**src/rtl/csel_pkg.sv**
```systemverilog
// Shared defaults for the carry-select adder pipeline.
package csel_pkg;
  localparam int WIDTH_DEF = 8;
  localparam int BLOCK_DEF = 4;
  localparam int NBLK      = WIDTH_DEF / BLOCK_DEF;
endpackage

```
**src/rtl/csel_block.sv**
```systemverilog
// One BLOCK-bit ripple adder that produces both carry-in-0 and carry-in-1 results.
module csel_block
  import csel_pkg::*;
#(
  parameter int BLOCK = BLOCK_DEF
) (
  input  logic [BLOCK-1:0] a_i,
  input  logic [BLOCK-1:0] b_i,
  output logic [BLOCK-1:0] sum0_o,
  output logic [BLOCK-1:0] sum1_o,
  output logic             c0_o,
  output logic             c1_o
);

  logic rc0;
  logic rc1;

  always_comb begin
    sum0_o = '0;
    sum1_o = '0;
    rc0    = 1'b0;
    rc1    = 1'b1;
    for (int i = 0; i < BLOCK; i++) begin
      sum0_o[i] = a_i[i] ^ b_i[i] ^ rc0;
      sum1_o[i] = a_i[i] ^ b_i[i] ^ rc1;
      rc0       = (a_i[i] & b_i[i]) | (rc0 & (a_i[i] ^ b_i[i]));
      rc1       = (a_i[i] & b_i[i]) | (rc1 & (a_i[i] ^ b_i[i]));
    end
    c0_o = rc0;
    c1_o = rc1;
  end

endmodule

```
**src/rtl/carry_select_pipe.sv**
```systemverilog
// Two-stage carry-select add/subtract pipeline with valid/ready handshakes.
// Optional signed-overflow output is enabled by defining CSEL_OVF_EN.
module carry_select_pipe
  import csel_pkg::*;
#(
  parameter int WIDTH = WIDTH_DEF,
  parameter int BLOCK = BLOCK_DEF
) (
  input  logic             clk,
  input  logic             rst_n,
  input  logic             in_valid,
  output logic             in_ready,
  input  logic [WIDTH-1:0] x,
  input  logic [WIDTH-1:0] y,
  input  logic             carry,
  input  logic             sub,
  output logic             out_valid,
  input  logic             out_ready,
  output logic [WIDTH-1:0] s,
  output logic             cout
`ifdef CSEL_OVF_EN
  ,
  output logic             ovf
`endif
);

  localparam int NB = WIDTH / BLOCK;

  logic [WIDTH-1:0] ye;
  logic             ce;
  logic             in_fire;
  logic             s2_load;

  logic [BLOCK-1:0] lo_sum_d;
  logic             lo_c_d;
  logic [BLOCK-1:0] sum0_d [1:NB-1];
  logic [BLOCK-1:0] sum1_d [1:NB-1];
  logic             c0_d   [1:NB-1];
  logic             c1_d   [1:NB-1];

  logic             s1_valid_q;
  logic [BLOCK-1:0] s1_lo_sum_q;
  logic             s1_lo_c_q;
  logic [BLOCK-1:0] s1_sum0_q [1:NB-1];
  logic [BLOCK-1:0] s1_sum1_q [1:NB-1];
  logic             s1_c0_q   [1:NB-1];
  logic             s1_c1_q   [1:NB-1];

  logic             out_valid_q;
  logic [WIDTH-1:0] s_d,    s_q;
  logic             cout_d, cout_q;
  logic             blk_c;

  assign ye       = sub ? ~y : y;
  assign ce       = sub ? ~carry : carry;
  assign in_ready = !s1_valid_q || !out_valid_q || out_ready;
  assign in_fire  = in_valid && in_ready;
  assign s2_load  = s1_valid_q && (!out_valid_q || out_ready);

  assign {lo_c_d, lo_sum_d} = {1'b0, x[BLOCK-1:0]} + {1'b0, ye[BLOCK-1:0]} + {{BLOCK{1'b0}}, ce};

  for (genvar b = 1; b < NB; b++) begin : g_blk
    csel_block #(.BLOCK(BLOCK)) u_blk (
      .a_i    (x[b*BLOCK +: BLOCK]),
      .b_i    (ye[b*BLOCK +: BLOCK]),
      .sum0_o (sum0_d[b]),
      .sum1_o (sum1_d[b]),
      .c0_o   (c0_d[b]),
      .c1_o   (c1_d[b])
    );
  end

  always_ff @(posedge clk or negedge rst_n) begin
    if (!rst_n) begin
      s1_valid_q  <= 1'b0;
      s1_lo_sum_q <= '0;
      s1_lo_c_q   <= 1'b0;
      for (int b = 1; b < NB; b++) begin
        s1_sum0_q[b] <= '0;
        s1_sum1_q[b] <= '0;
        s1_c0_q[b]   <= 1'b0;
        s1_c1_q[b]   <= 1'b0;
      end
    end else begin
      if (in_fire) begin
        s1_valid_q  <= 1'b1;
        s1_lo_sum_q <= lo_sum_d;
        s1_lo_c_q   <= lo_c_d;
        for (int b = 1; b < NB; b++) begin
          s1_sum0_q[b] <= sum0_d[b];
          s1_sum1_q[b] <= sum1_d[b];
          s1_c0_q[b]   <= c0_d[b];
          s1_c1_q[b]   <= c1_d[b];
        end
      end else if (s2_load) begin
        s1_valid_q <= 1'b0;
      end
    end
  end

  // Resolve block carries lowest to highest, picking each precomputed candidate.
  always_comb begin
    s_d              = '0;
    blk_c            = s1_lo_c_q;
    s_d[BLOCK-1:0]   = s1_lo_sum_q;
    for (int b = 1; b < NB; b++) begin
      s_d[b*BLOCK +: BLOCK] = blk_c ? s1_sum1_q[b] : s1_sum0_q[b];
      blk_c                 = blk_c ? s1_c1_q[b]   : s1_c0_q[b];
    end
    cout_d = blk_c;
  end

  always_ff @(posedge clk or negedge rst_n) begin
    if (!rst_n) begin
      out_valid_q <= 1'b0;
      s_q         <= '0;
      cout_q      <= 1'b0;
    end else if (s2_load) begin
      out_valid_q <= 1'b1;
      s_q         <= s_d;
      cout_q      <= cout_d;
    end else if (out_ready) begin
      out_valid_q <= 1'b0;
    end
  end

  assign out_valid = out_valid_q;
  assign s         = s_q;
  assign cout      = cout_q;

`ifdef CSEL_OVF_EN
  // Carry into the MSB is recovered as x ^ ye ^ sum at that bit position.
  logic s1_msb_x_q;
  logic s1_msb_ye_q;
  logic ovf_d, ovf_q;

  always_ff @(posedge clk or negedge rst_n) begin
    if (!rst_n) begin
      s1_msb_x_q  <= 1'b0;
      s1_msb_ye_q <= 1'b0;
    end else if (in_fire) begin
      s1_msb_x_q  <= x[WIDTH-1];
      s1_msb_ye_q <= ye[WIDTH-1];
    end
  end

  assign ovf_d = s1_msb_x_q ^ s1_msb_ye_q ^ s_d[WIDTH-1] ^ cout_d;

  always_ff @(posedge clk or negedge rst_n) begin
    if (!rst_n) begin
      ovf_q <= 1'b0;
    end else if (s2_load) begin
      ovf_q <= ovf_d;
    end
  end

  assign ovf = ovf_q;
`endif

endmodule

```
**config.mk**
```make
export PLATFORM = sky130hd
export DESIGN_NAME = carry_select_pipe
export DESIGN_NICKNAME = d
export VERILOG_FILES = /design/src/rtl/csel_pkg.sv /design/src/rtl/csel_block.sv /design/src/rtl/carry_select_pipe.sv
export SDC_FILE = /design/constraint.sdc
export NUM_CORES = 1
export LEC_CHECK = 0
export ABC_AREA = 1
export BUFFER_PORTS_ARGS = -buffer_cell sky130_fd_sc_hd__buf_4
export CAP_MARGIN = 40
export CORE_ASPECT_RATIO = 1.1
export CORE_MARGIN = 2
export CORE_UTILIZATION = 27
export CTS_BUF_LIST = sky130_fd_sc_hd__clkbuf_4 sky130_fd_sc_hd__clkbuf_8
export CTS_CLUSTER_DIAMETER = 200
export DETAILED_ROUTE_END_ITERATION = 8
export HOLD_SLACK_MARGIN = 0.15
export MAX_ROUTING_LAYER = met4
export PLACE_DENSITY = 0.58
export REMOVE_ABC_BUFFERS = 1
export SYNTH_ARGS = -nofsm -noshare
export SYNTH_HDL_FRONTEND = slang
export SYNTH_SLANG_ARGS = --single-unit
```
**constraint.sdc**
```tcl
create_clock -name clk -period 2.2 [get_ports clk]
set_input_delay 0.66 -clock clk [delete_from_list [all_inputs] [get_ports clk]]
set_output_delay 0.66 -clock clk [all_outputs]
set_load 0.03 [all_outputs]
```
---- Word level (Yosys, flattened, before mapping) ----
Index checks and enable logic that the tools add are counted.
cells by class
  add/sub/neg operators ................... 2
  muxes and demuxes ....................... 8
  bitwise operators ....................... 30
  reduce and logical (&&, ||, !) cells .... 9
operators by type and width
  cell                                    number
  1-bit AND                               10
  1-bit bitwise XOR                       10
  8-bit 2-to-1 mux                        1
  8-bit inverter                          1
  1-bit bitwise OR                        7
  1-bit 2-to-1 mux                        6
  4-bit by 4-bit adder with 5-bit output  1
  5-bit by 1-bit adder with 5-bit output  1
  4-bit 2-to-1 mux                        1
  2-bit nonzero test                      2
  1-bit logical OR                        3
  1-bit logical AND                       2
  1-bit zero test                         2
  1-bit inverter                          2
word-level totals
  flip-flop bits (word level) ............. 26
  input port bits ......................... 22
  output and inout bits ................... 11
  logic and storage cells ................. 59

---- Depth between registers and ports, before layout ----
  word-level depth ........................ 10
  gate-level depth with buffers ........... 11
  depth with buffers taken out ............ 10

---- Modules after synthesis ----
Synthesis repeated with hierarchy kept, for this count alone.
unflattened totals
  cell total of the unflattened synthesis .. 163
  area, all modules ....................... 1461.4 um^2
by module, submodules not included
  module             times used  cells each  area an instance (um^2)  sequential area each (um^2)
  carry_select_pipe  1           143         1271.2                   650.6
  csel_block         1           20          190.2                    0.0

---- Worst setup path before layout ----
Ideal clock, no wire load.
  path type ............................... input-to-reg
  start point ............................. input sub
  end point ............................... register s1_sum0_q[3] in the netlist's numbering
  setup time .............................. 0.117 ns
  arrival ................................. 2.497 ns
  required time ........................... 2.083 ns
  path slack .............................. -0.414 ns
  stages on the path ...................... 11
  path buffers ............................ 1
  path through ............................ buf_4 > xnor2_1 > inv_1 > ha_1 > inv_1 > fa_1 > fa_1 > inv_1 > fa_1 > nand2_2 > o21ai_2
between the ends
  longest elaborated chain between the ends .. 7
  elaborated cells between the ends (all ways) .. 12
  classes of those cells .................. mux (1); bitwise (11)
RTL lines
  item                                            line                     text
  start, declared                                 carry_select_pipe.sv:16  input logic sub,
  8-bit 2-to-1 mux (*)                            carry_select_pipe.sv:54  assign ye = sub ? ~y : y;
  1-bit AND or 1-bit bitwise XOR (tied branches)  csel_block.sv:26         rc0 = (a_i[i] & b_i[i]) | (rc0 & (a_i[i] ^ b_i[i]));
  1-bit AND                                       csel_block.sv:26
  1-bit bitwise OR                                csel_block.sv:26
  1-bit AND                                       csel_block.sv:26
  1-bit bitwise OR                                csel_block.sv:26
  1-bit bitwise XOR (*)                           csel_block.sv:24         sum0_o[i] = a_i[i] ^ b_i[i] ^ rc0;
  named net g_blk[1].u_blk.sum0_o[3]              csel_block.sv:9          output logic [BLOCK-1:0] sum0_o,
  end signal, assigned by index                   carry_select_pipe.sv:90  s1_sum0_q[b] <= sum0_d[b];
  end, declared                                   carry_select_pipe.sv:44  logic [BLOCK-1:0] s1_sum0_q [1:NB-1];
The timed path passes the listed nets; every way through them passes the cells marked *.
A chain may end at the register's enable or synchronous reset.

---- Worst setup path in the final report ----
Same ends and word-level chain as after synthesis.

==> flow_summary.json <==
{
  "grt_usage_pct": 9.87,
  "die-area_um2": 6050,
  "maxCapViolCount": 0,
  "port_buffers": 32,
  "synth_top_area_share_pct": 44.3,
  "drive_gt1_share_pct": 29.8,
  "cp_max_fo": 3,
  "violations": "negative setup slack",
  "leakagePower_nw": 0.938,
  "core_um2": 5330,
  "worst_slack_ns": -0.0322,
  "hpwl_mm": 2.04,
  "power_density_nw_per_um2": 915,
  "synth_edf_count": 0,
  "drt_iter0_drc": 47,
  "rows": 28,
  "drcViolationCount": 0,
  "synth_commonest_cells": "57 x nand2_1, 26 x dfrtp_1, 16 x inv_1",
  "grt_pass1_wl_mm": 4.49,
  "power.total_mw": 1.72,
  "crit_type": "input pin to register",
  "ant_nets": 0,
  "fmax_mhz": 448,
  "start_util_pct": 27.6,
  "netlist_instances": 155,
  "regArea_um2": 651,
  "rr_worst_depth": 5,
  "synth.distinct_cells": 21,
  "synth_area_leaders": "dfrtp_1 44%, nand2_1 15%, fa_1 11%",
  "crit_path_end_kind": "register",
  "path_clk_slew_ns": 0.09,
  "vdd_ir_drop_max_v": 0.000241,
  "clockBufferDepth": 2,
  "cts_tree": "built",
  "yosysMostFrequentCell": "nand2_1",
  "ys_seq_elements": 26,
  "cts_setup_buffers": 0,
  "first_global_vias": 1046,
  "max_slew_margin_pct": 75.3,
  "rsz0062_at_grt": "true",
  "yosysSeqAreaShare_pct": 44.3,
  "grt_max_degree": 27,
  "clock-sinks": 26,
  "r2r-end": "s1_sum1_q[0]",
  "synth_flop_cell": "dfrtp_1",
  "hp-class": "input pin to async pin",
  "vias_per_cell": 3.84,
  "required_ns": 2.36,
  "start_kind": "input pin",
  "yosysTopAreaCell": "dfrtp_1",
  "cts_inserted_buffers": 3,
  "pin_count": 33,
  "cts_max_level": 1,
  "avgSynthCellArea_um2": 9.48,
  "finClkSkew_ns": 0.00308,
  "vias": 1010,
  "hold_viol_final": 0,
  "r2r_start": "out_valid",
  "wl_per_cell_um": 9.80,
  "min_period_ns": 2.23,
  "globalplace.congestion": 0.725,
  "multi_input_area_um2": 731,
  "cts_hold_buf": 0,
  "clkLatencyLatePin_ns": 0.26,
  "drt-total-wl_mm": 2.58,
  "arrival_ns": 2.39,
  "nFillCells": 576,
  "nets": 224,
  "synthArstFlopShare_pct": 100,
  "final_util_pct": 35.3,
  "dieWidth_um": 74.4,
  "dr.pass1.iters": 4,
  "maxSlewViolCount": 0,
  "die_h_um": 81.4,
  "yosys_warnings": 0,
  "synth_area_um2": 1470,
  "grt-ovfl-total": 0,
  "ff2ff_setup_slack_ns": 1.05,
  "period_share_pct": 101,
  "tightest_slew_ns": 0.368,
  "cts_root_buf": "clkbuf_8",
  "antenna_cells": 0,
  "setup_viol": 1,
  "antenna_found_initial": 0,
  "area_growth_pct": 27.8,
  "status": "finished with violations"
}
## through the flow
stage | setup TNS, ns | instances | setup WS [ns] | instance area, um2 | hold WS, ns
detailed placement | -1.80 | 259 | -0.479 | 1770 | 0.451
floorplan | -0.410 | 150 | -0.232 | 1430 | 0.364
CTS | -0.124 | 263 | -0.0795 | 1880 | 0.288
finish | -0.0322 | 263 | -0.0322 | 1880 | 0.282
global placement | -1.53 | 259 | -0.424 | 1770 | 0.458
global route | -0.120 | 263 | -0.120 | 1880 | 0.295
## routing by layer
layer	routed length (um)	track usage (%)	share of wire, %
met1	1170	11.8	45
met3	118	1.36	4.6
met4	44	4.82	1.7
met5	0	-	0
met2	1250	16.3	48
## repair_timing
item | in CTS | in global routing
pin swaps | 7 | 2
gates cloned | 0 | 0
endpoints found under the hold margin | 0 | 0
endpoints found under the setup margin | 2 | 3
gates resized for setup | 11 | 1
## flip-flops by register name, summed over array words and instances, names as in the netlist, 4 cells and up
name / cells
s1_sum0_q: 4
s: 8
s1_sum1_q: 4
s1_lo_sum_q: 4
## worst max-delay path: stages
cell	delay [ns]
buf_8	0.11
xnor2_2	0.13
inv_1	0.06
ha_1	0.13
inv_1	0.05
fa_2	0.33
fa_2	0.34
inv_2	0.07
fa_1	0.39
nand2_2	0.08
o21ai_2	0.04
## logic make-up (layout without fill, tap and decap cells)
kind of cell	count (synthesis)	count (layout)	synth area share, %
flip-flops	26	26	44.3
AO/OA/AOI/OAI	19	19	7.40
XOR/XNOR	10	10	5.96
adder cells (fa/ha/maj)	13	13	15.1
buffers and inverters	22	55	7.57
AND/OR/NAND/NOR	65	65	19.7
## cell usage in the layout (no fill, tap or decap), types with 3 or more instances in the layout
| cell | instances |
|---|---|
| buf_4 | 32 |
| clkbuf_8 | 3 |
| dfrtp_1 | 26 |
| fa_1 | 3 |
| fa_2 | 5 |
| ha_1 | 4 |
| inv_1 | 14 |
| nand2_1 | 57 |
| nand3_1 | 3 |
| o21ai_0 | 13 |
| o21ai_2 | 3 |
| xnor2_1 | 3 |
| xor2_1 | 6 |
## how the worst max path moves through the flow
stage	cells after the start	to	slack (ns)	from
2_1_floorplan	10	s1_sum0_q[3]	-0.23	y[4]
3_3_place_gp	11	s1_sum0_q[3]	-0.42	sub
3_5_place_dp	11	s1_sum0_q[3]	-0.48	sub
4_1_cts	9	s1_sum1_q[3]	-0.08	sub
5_1_grt	11	s1_sum0_q[3]	-0.12	sub
6_report	11	s1_sum0_q[3]	-0.03	sub
## power breakdown
group	switching, mW	internal (mW)
sequential	0.0805	0.617
combinational	0.381	0.255
clock	0.144	0.243
total	0.605	1.11
## area by class of cell
cell class              count  share of cell area [%]
well taps                  75                    4.99
flip-flops and latches     26                    34.6
repair buffers             34                    14.2
clock buffers               3                    2.20
multi-input cells         107                    38.9
clock inverters             1                    1.60
inverters                  17                    3.53
Power figures use the tool's default switching activity.
